$ cat config.mk
export PLATFORM = sky130hd
export DESIGN_NAME = mux_gate_scheduler
export DESIGN_NICKNAME = d
export VERILOG_FILES = /design/src/rtl/mux_gate_pkg.sv /design/src/rtl/mux_2_1.sv /design/src/rtl/rr_arbiter.sv /design/src/rtl/mux_gate_scheduler.sv
export SDC_FILE = /design/constraint.sdc
export NUM_CORES = 1
export LEC_CHECK = 0
export ABC_CLOCK_PERIOD_IN_PS = 6710
export BUFFER_PORTS_ARGS = -buffer_cell sky130_fd_sc_hd__buf_2
export CAP_MARGIN = 5
export CORE_ASPECT_RATIO = 0.5
export CORE_UTILIZATION = 58
export CTS_CLUSTER_SIZE = 12
export DETAILED_ROUTE_END_ITERATION = 7
export PLACE_DENSITY = 0.86
export SKIP_CTS_REPAIR_TIMING = 1
export SLEW_MARGIN = 20
export SYNTH_ARGS = -nofsm -noshare
export SYNTH_HDL_FRONTEND = slang
export SYNTH_HIERARCHICAL = 1
export SYNTH_SLANG_ARGS = --single-unit
$ cat constraint.sdc
create_clock -name clk -period 6.71 [get_ports clk]
set_input_delay 1.0065 -clock clk [delete_from_list [all_inputs] [get_ports clk]]
set_output_delay 1.0065 -clock clk [all_outputs]
set_load 0.1 [all_outputs]
$ cat src/rtl/mux_gate_pkg.sv
// mux_gate_pkg: shared definitions for the mux-based gate scheduler.
//   - op code constants (OP_NOT .. OP_BUF)
//   - FSM state type
//   - mux source-select type and the (op, step) -> (sel, d1, d0) table
//   - helpers that classify ops and resolve a source to a bit
package mux_gate_pkg;

  localparam logic [2:0] OP_NOT  = 3'd0;
  localparam logic [2:0] OP_AND  = 3'd1;
  localparam logic [2:0] OP_OR   = 3'd2;
  localparam logic [2:0] OP_NAND = 3'd3;
  localparam logic [2:0] OP_NOR  = 3'd4;
  localparam logic [2:0] OP_XOR  = 3'd5;
  localparam logic [2:0] OP_XNOR = 3'd6;
  localparam logic [2:0] OP_BUF  = 3'd7;

  typedef enum logic [1:0] {
    IDLE,
    EXEC1,
    EXEC2,
    DONE
  } state_t;

  typedef enum logic [2:0] {
    SRC_0,
    SRC_1,
    SRC_A,
    SRC_B,
    SRC_T
  } src_t;

  typedef struct packed {
    src_t sel;
    src_t d1;
    src_t d0;
  } step_cfg_t;

  // NAND/NOR/XOR/XNOR need ~b parked in the temp register first.
  function automatic logic is_two_step(input logic [2:0] op);
    return (op == OP_NAND) || (op == OP_NOR) || (op == OP_XOR) || (op == OP_XNOR);
  endfunction

  // Mux wiring for each step: y = sel ? d1 : d0.
  function automatic step_cfg_t step_cfg(input logic [2:0] op, input logic second);
    step_cfg_t c;
    c = '{sel: SRC_A, d1: SRC_1, d0: SRC_0};
    if (!second) begin
      case (op)
        OP_NOT:  c = '{sel: SRC_A, d1: SRC_0, d0: SRC_1};
        OP_AND:  c = '{sel: SRC_A, d1: SRC_B, d0: SRC_0};
        OP_OR:   c = '{sel: SRC_A, d1: SRC_1, d0: SRC_B};
        OP_BUF:  c = '{sel: SRC_A, d1: SRC_1, d0: SRC_0};
        // every two-step op starts with t = ~b
        default: c = '{sel: SRC_B, d1: SRC_0, d0: SRC_1};
      endcase
    end else begin
      case (op)
        OP_NAND: c = '{sel: SRC_A, d1: SRC_T, d0: SRC_1};
        OP_NOR:  c = '{sel: SRC_A, d1: SRC_0, d0: SRC_T};
        OP_XOR:  c = '{sel: SRC_A, d1: SRC_T, d0: SRC_B};
        OP_XNOR: c = '{sel: SRC_A, d1: SRC_B, d0: SRC_T};
        default: c = '{sel: SRC_A, d1: SRC_1, d0: SRC_0};
      endcase
    end
    return c;
  endfunction

  function automatic logic src_value(input src_t s, input logic a, input logic b,
                                     input logic t);
    case (s)
      SRC_0:   return 1'b0;
      SRC_1:   return 1'b1;
      SRC_A:   return a;
      SRC_B:   return b;
      SRC_T:   return t;
      default: return 1'b0;
    endcase
  endfunction

endpackage

$ cat src/rtl/mux_2_1.sv
// mux_2_1: the single shared 2:1 mux cell.
//   sel, d0, d1 : inputs
//   y           : sel ? d1 : d0
module mux_2_1 (
  input  logic sel,
  input  logic d0,
  input  logic d1,
  output logic y
);

  always_comb begin
    y = sel ? d1 : d0;
  end

endmodule

$ cat src/rtl/rr_arbiter.sv
// rr_arbiter: round-robin arbiter with an internal last-grant pointer.
//   clk, rst   : clock, synchronous active-high reset
//   req        : per-requester request
//   advance    : a grant is being taken this cycle; pointer moves to it
//   grant      : one-hot grant (zero when no request)
//   grant_idx  : index of the granted requester
module rr_arbiter #(
  parameter int NREQ = 4,
  parameter int IDW  = $clog2(NREQ)
) (
  input  logic            clk,
  input  logic            rst,
  input  logic [NREQ-1:0] req,
  input  logic            advance,
  output logic [NREQ-1:0] grant,
  output logic [IDW-1:0]  grant_idx
);

  localparam int unsigned N = NREQ;

  logic [IDW-1:0] last_g;
  logic           found;
  int unsigned    cand;

  // Search starts one past the last winner and wraps around.
  always_comb begin
    grant     = '0;
    grant_idx = '0;
    found     = 1'b0;
    cand      = 0;
    for (int unsigned k = 1; k <= N; k++) begin
      cand = (32'(last_g) + k) % N;
      if (!found && req[cand]) begin
        found       = 1'b1;
        grant[cand] = 1'b1;
        grant_idx   = IDW'(cand);
      end
    end
  end

  // Reset to the top index so requester 0 wins first.
  always_ff @(posedge clk) begin
    if (rst) begin
      last_g <= IDW'(NREQ - 1);
    end else if (advance && found) begin
      last_g <= grant_idx;
    end
  end

endmodule

$ cat src/rtl/mux_gate_scheduler.sv
// mux_gate_scheduler: time-shares one mux_2_1 among NREQ requesters, each
// asking for a 1-bit function of (a, b). One request is accepted at a time,
// evaluated in one or two mux steps, and presented on a valid/ready output.
//   clk, rst   : clock, synchronous active-high reset
//   req_valid  : per-requester request valid
//   req_ready  : per-requester accept (one-hot or zero, IDLE only)
//   req_a/b    : operand bits, bit i for requester i
//   req_op     : op codes, [3i+2:3i] for requester i
//   out_valid  : result valid (DONE state)
//   out_ready  : consumer accepts result
//   out_y      : result bit
//   out_id     : requester owning the result
//   busy       : FSM not idle
//   op_count   : completed results, wrapping
module mux_gate_scheduler
  import mux_gate_pkg::*;
#(
  parameter int NREQ = 4,
  parameter int IDW  = $clog2(NREQ),
  parameter int CNTW = 16
) (
  input  logic              clk,
  input  logic              rst,
  input  logic [NREQ-1:0]   req_valid,
  output logic [NREQ-1:0]   req_ready,
  input  logic [NREQ-1:0]   req_a,
  input  logic [NREQ-1:0]   req_b,
  input  logic [3*NREQ-1:0] req_op,
  output logic              out_valid,
  input  logic              out_ready,
  output logic              out_y,
  output logic [IDW-1:0]    out_id,
  output logic              busy,
  output logic [CNTW-1:0]   op_count
);

  state_t         state, state_next;
  logic           a_q, b_q, t_q, y_q;
  logic [2:0]     op_q;
  logic [IDW-1:0] id_q;
  logic [CNTW-1:0] count_q;

  logic [NREQ-1:0] grant;
  logic [IDW-1:0]  grant_idx;
  logic            any_req;
  logic            accept;
  logic            ld_t, ld_y, retire;

  step_cfg_t cfg;
  logic      mux_sel, mux_d0, mux_d1, mux_y;

  assign any_req = |req_valid;

  rr_arbiter #(
    .NREQ (NREQ),
    .IDW  (IDW)
  ) u_arb (
    .clk       (clk),
    .rst       (rst),
    .req       (req_valid),
    .advance   (accept),
    .grant     (grant),
    .grant_idx (grant_idx)
  );

  // Source resolution only routes bits; the function itself comes from the mux.
  always_comb begin
    cfg     = step_cfg(op_q, state == EXEC2);
    mux_sel = src_value(cfg.sel, a_q, b_q, t_q);
    mux_d1  = src_value(cfg.d1,  a_q, b_q, t_q);
    mux_d0  = src_value(cfg.d0,  a_q, b_q, t_q);
  end

  mux_2_1 u_mux (
    .sel (mux_sel),
    .d0  (mux_d0),
    .d1  (mux_d1),
    .y   (mux_y)
  );

  always_comb begin
    state_next = state;
    req_ready  = '0;
    accept     = 1'b0;
    ld_t       = 1'b0;
    ld_y       = 1'b0;
    retire     = 1'b0;
    case (state)
      IDLE: begin
        if (any_req) begin
          req_ready  = grant;
          accept     = 1'b1;
          state_next = EXEC1;
        end
      end
      EXEC1: begin
        if (is_two_step(op_q)) begin
          ld_t       = 1'b1;
          state_next = EXEC2;
        end else begin
          ld_y       = 1'b1;
          state_next = DONE;
        end
      end
      EXEC2: begin
        ld_y       = 1'b1;
        state_next = DONE;
      end
      DONE: begin
        if (out_ready) begin
          retire     = 1'b1;
          state_next = IDLE;
        end
      end
      default: state_next = IDLE;
    endcase
  end

  always_ff @(posedge clk) begin
    if (rst) begin
      state   <= IDLE;
      a_q     <= 1'b0;
      b_q     <= 1'b0;
      op_q    <= '0;
      id_q    <= '0;
      t_q     <= 1'b0;
      y_q     <= 1'b0;
      count_q <= '0;
    end else begin
      state <= state_next;
      if (accept) begin
        a_q  <= req_a[grant_idx];
        b_q  <= req_b[grant_idx];
        op_q <= req_op[3*grant_idx +: 3];
        id_q <= grant_idx;
      end
      if (ld_t) begin
        t_q <= mux_y;
      end
      if (ld_y) begin
        y_q <= mux_y;
      end
      if (retire) begin
        count_q <= count_q + CNTW'(1);
      end
    end
  end

  assign out_valid = (state == DONE);
  assign busy      = (state != IDLE);
  assign out_y     = y_q;
  assign out_id    = id_q;
  assign op_count  = count_q;

endmodule

Yosys cells after proc, flatten, opt, wreduce, memory -nomap -nowiden --
Cells that the tools add are included. W data, S select, Z words.
Storage, ports and cells: register bits 29, output and inout port bits 25, input port bits 27
Cells by class: magnitude comparators 9, add/subtract/negate cells 5, multiplexer cells 53, $mul 1, bitwise logic cells 3, equality and inequality tests 24, shift-type cells 1, reduce and logical (&&, ||, !) cells 19
Operator list (number):
- $pmux W7 S4 | 1
- $eq A3 B2 Y1 const B | 8
- $mux W4 | 6
- $pmux W6 S4 | 1
- $mux W1 | 23
- $eq A3 B3 Y1 const B | 7
- $add A16 B1 Y16 const B | 1
- $lt A2 B3 Y1 const B | 5
- $bmux W1 S2 | 6
- $eq A3 B1 Y1 const B | 4
- $mux W2 | 6
- $or A4 B4 Y4 | 3
- $pmux W1 S4 | 3
- $shiftx A12 B5 Y3 | 1
- $mux W9 | 1
- $demux W1 S2 | 4
- $ge A2 B1 Y1 const B | 4
- $logic_and A1 B1 Y1 | 8
- $pmux W2 S4 | 1
- $add A2 B1 Y2 const B | 2
- $add A2 B2 Y2 const B | 2
- $eq A2 B2 Y1 const B | 2
- $mul A2 B2 Y4 const A | 1
- $reduce_or A4 Y1 | 1
- 10 further kinds | 14

Logic depth before layout (Yosys ltp) --
depth in word-level cells 15, gate-level depth with buffers 12, gate-level depth less buffers 10

By module --
The synthesis kept the hierarchy.
By module, submodules not included:
- mux_gate_scheduler | times used 1, cells each 173, area each 1483.9 µm²
- rr_arbiter | times used 1, cells each 69, area each 594.3 µm²
- mux_2_1 | times used 1, cells each 1, area each 15.0 µm²

Least setup slack after synthesis --
No wires, ideal clock.
kind input to output, start input req_valid[2], end output req_ready[2], setup slack 2.806 ns, required time 5.704 ns, cell stages on the path 7, arrival time 2.897 ns, path through buf_2 > mux4_2 > nand2b_1 > nor2_1 > a222oi_1 > nand2_1 > and2_1
On the way: cells in the longest elaborated chain, start to end 14
Ends and longest elaborated chain:
- start, declared | line mux_gate_scheduler.sv:24 | input logic [NREQ-1:0] req_valid,
- $bmux W1 S2 | line rr_arbiter.sv:33 | if (!found && req[cand]) begin
- $mux W1 (not written as such) | line rr_arbiter.sv:33
- $mux W1 | line rr_arbiter.sv:33
- $logic_not A1 Y1 | line rr_arbiter.sv:33
- $logic_and A1 B1 Y1 | line rr_arbiter.sv:33
- $mux W1 | line rr_arbiter.sv:33
- $logic_not A1 Y1 | line rr_arbiter.sv:33
- $logic_and A1 B1 Y1 | line rr_arbiter.sv:33
- $mux W1 | line rr_arbiter.sv:33
- $logic_not A1 Y1 | line rr_arbiter.sv:33
- $logic_and A1 B1 Y1 | line rr_arbiter.sv:33
- $mux W4 (*) | line rr_arbiter.sv:33
- via grant[2] | line mux_gate_scheduler.sv:43 | logic [NREQ-1:0] grant;
- $mux W4 (*) | line mux_gate_scheduler.sv:90 | if (any_req) begin
- $mux W4 (*) | line mux_gate_scheduler.sv:88 | case (state)
- end, declared | line mux_gate_scheduler.sv:25 | output logic [NREQ-1:0] req_ready,
Mark *: on every way through the listed nets, which the timed path passes. The rest lies on a longest branch. The select of a mux whose other input is x is not followed.

Worst setup path in the final report --
start register u_arb.last_g[0], end output req_ready[2]
On the way: cells in the longest elaborated chain, start to end 15
Ends and longest elaborated chain:
- start, declared | line rr_arbiter.sv:21 | logic [IDW-1:0] last_g;
- start signal, assigned | line rr_arbiter.sv:44 | last_g <= IDW'(NREQ - 1);
- start signal, assigned | line rr_arbiter.sv:46 | last_g <= grant_idx;
- parallel branches: the longest is 12 deep, another holds $lt A2 B3 Y1
- $mux W4 (*) | line rr_arbiter.sv:33
- via grant[2] | line mux_gate_scheduler.sv:43
- $mux W4 (*) | line mux_gate_scheduler.sv:90
- $mux W4 (*) | line mux_gate_scheduler.sv:88
Mark *: on every way through the listed nets, which the timed path passes. The select of a mux whose other input is x is not followed.

==> flow_metrics.py <==
metrics = {
    "routing": {
        "drt_iter0_markers": 108,
        "routedWlPerCell_um": 13.7,
        "ant_nets": 0,
        "drt-total-wl_mm": 4.63,
        "via_count": 1932,
        "vias_per_cell": 5.73,
        "firstDrtPassIters": 5,
        "drcViolationCount": 0,
    },
    "layout": {
        "final_util_pct": 75.8,
        "nNetsFinal": 329,
        "drive_above_1_share_pct": 27.0,
        "final_cells": 337,
        "finalInstanceArea_um2": 2430,
        "n_antenna_cell": 0,
        "area_delta_synth_final_pct": 16.1,
    },
    "yosys": {
        "syn-mean-instance-area_um2": 8.61,
        "synth.top_cells.by_count": "nor2_1, dfxtp_1, nand2_1",
        "syn-cell-area_um2": 2090,
        "syn_nets": 283,
        "synth.distinct_cells": 55,
        "synth-edff-count": 0,
        "synth_warnings": 6,
        "syn_inst": 243,
        "synth-seq-cells": 29,
        "ys_seq_area_share_pct": 27.7,
        "synth_area_leaders": "dfxtp_1, ha_1, mux4_2",
        "synthArstFlopShare_pct": 0,
        "synth-main-ff-cell": "dfxtp_1",
        "synth.top_cell.area_share_pct": 27.7,
        "synth.most_common_cell": "nor2_1",
        "synth_top_cell_by_area": "dfxtp_1",
    },
    "clocking": {
        "cts_root_buffer": "clkbuf_8",
        "clk_pin_slew_ns": 0.06,
        "cts_buffers": 5,
        "insertion_delay_ns": 0.28,
        "cts_tree": "done",
        "cts_buffer_depth": 2,
        "clock_sinks": 29,
        "htree_levels": 2,
    },
    "status": {
        "status": "complete, no violations",
    },
    "placed_design": {
        "pre_cts_slack_ns": 2.86,
        "dpl-instance-area_um2": 2340,
        "io_buffers": 51,
        "place_inst": 330,
        "gp_congestion": 0.875,
        "place_hpwl_mm": 3.45,
    },
    "timing": {
        "tightest_slew_ns": 0.661,
        "finalCriticalPeriod_ns": 4.16,
        "fin_crit_sh_pct": 62.0,
        "fmax_mhz": 241,
        "setup_viol": 0,
        "clock_skew_ns": 0.00429,
        "worst_slack_ns": 2.55,
        "drv_slew": 0,
        "setup-tns-final_ns": 0,
        "hold_slack_ns": 0.457,
        "rsz0062_at_grt": "false",
        "slew_headroom_pct": 55.7,
        "hold_viol_final": 0,
    },
    "critical_path": {
        "critical_path.top_delay_family": "flip-flops",
        "worstSetupPathType": "reg -> out",
        "path_max_fanout": 15,
        "arrival_ns": 3.15,
        "start_kind": "flip-flop",
        "worstPathRequired_ns": 5.70,
        "path_cells": "inv_2 > ha_1 > mux2i_1 > mux2i_4 > nor2_1 > a222oi_1 > nand2_1 > and2_1 > buf_2",
        "endpoint_kind": "output port",
        "crit_buf_inv": 2,
        "cpPeakStageDelay_ns": 0.67,
        "slowest_stage": "dfxtp_1",
    },
    "global_route": {
        "grt_pass1_vias": 1752,
        "antenna_found_initial": 0,
        "grt_pass1_wl_mm": 7.76,
        "met2_usage_pct": 47.1,
        "grt_max_degree": 33,
        "grtUsageMet1_pct": 31.7,
        "gr-total-overflow": 0,
        "grt_use_total_pct": 26.1,
        "grt_busiest_layer": "met2",
        "grt_use_met3_pct": 7.28,
    },
    "pwr": {
        "leakagePower_nw": 1.10,
        "ir_drop_mv": 0.207,
        "power_mw": 1.08,
        "p_per_area_nw_per_um2": 442,
    },
    "worst_hold_path": {
        "hold_path_class": "reg -> reg",
    },
    "floorplan": {
        "start_util_pct": 65.3,
        "die_h_um": 44.5,
        "dieArea_um2": 3870,
        "ios": 52,
        "die_w_um": 87.0,
        "core_um2": 3210,
        "std_cell_rows": 14,
    },
    "job": {
        "drv_cap": 0,
    },
}
## final cells by class
class | instances | area [um2]
timing repair buffer | 51 | 255
clock buffer | 7 | 86.3
fill | 232 | 774
tap | 48 | 60.1
multi-input combinational | 189 | 1400
inverter | 13 | 48.8
sequential | 29 | 581
## tightest hold or removal path, delay by kind of cell, from the launching register on
| kind | cells | cell delay [ns] |
|---|---|---|
| compound gates | 1 | 0.05 |
| flops | 1 | 0.31 |
| simple gates | 1 | 0.05 |
## cell families after synthesis
group | count (synthesis) | synth area share, %
adders and majority gates | 13 | 7.77
xor gates and xnor gates | 11 | 4.60
AOI/OAI and AO/OA | 43 | 14.6
and+or+nand+nor | 105 | 26.6
DFF | 29 | 27.7
muxes | 17 | 13.3
buffers and inverters | 25 | 5.38
## cells in the final DEF (no fill, tap or decap), types with 3 or more instances in the layout
master    count
inv_1        11
mux2i_1       5
o21ai_0       6
o21ai_1       4
a222oi_1      5
xnor2_1       6
buf_2        51
a21oi_1      15
nand2_1      26
clkbuf_8      6
mux4_2        7
nor2_1       31
xor2_1        5
mux2_1        3
nand3_1       7
and2_1        4
dfxtp_1      29
nand2b_1      4
nor3_1        3
ha_1         13
nand4_1       5
nor2b_1       3
## metal layers
metal / share of wire, % / vias up
li1: - / 952
met1: 46 / 928
met2: 48 / 46
met3: 4.6 / 6
met4: 0.84 / 0
met5: 0 / -
## path summary, 6_finish.rpt
check	start	to	slack [ns]	cells past startpoint
worst min-delay path	out_id[1]	out_id[1]	0.46	2
worst max register to register	u_arb/last_g[0]	a_q	3.19	10
worst min register to register	out_id[1]	out_id[1]	0.46	2
worst max-delay path	u_arb/last_g[0]	req_ready[2]	2.55	9
## power by group
part / internal (mW) / switching [mW]
combinational: 0.236 / 0.432
clock: 0.0811 / 0.0624
sequential: 0.209 / 0.0555
## flip-flops by register name, indices dropped and copies added (netlist names)
register      flops
state             2
op_count         16
t_q               1
u_arb/last_g      2
out_id            2
b_q               1
op_q              3
out_y             1
a_q               1
Power figures use the tool's default switching activity.
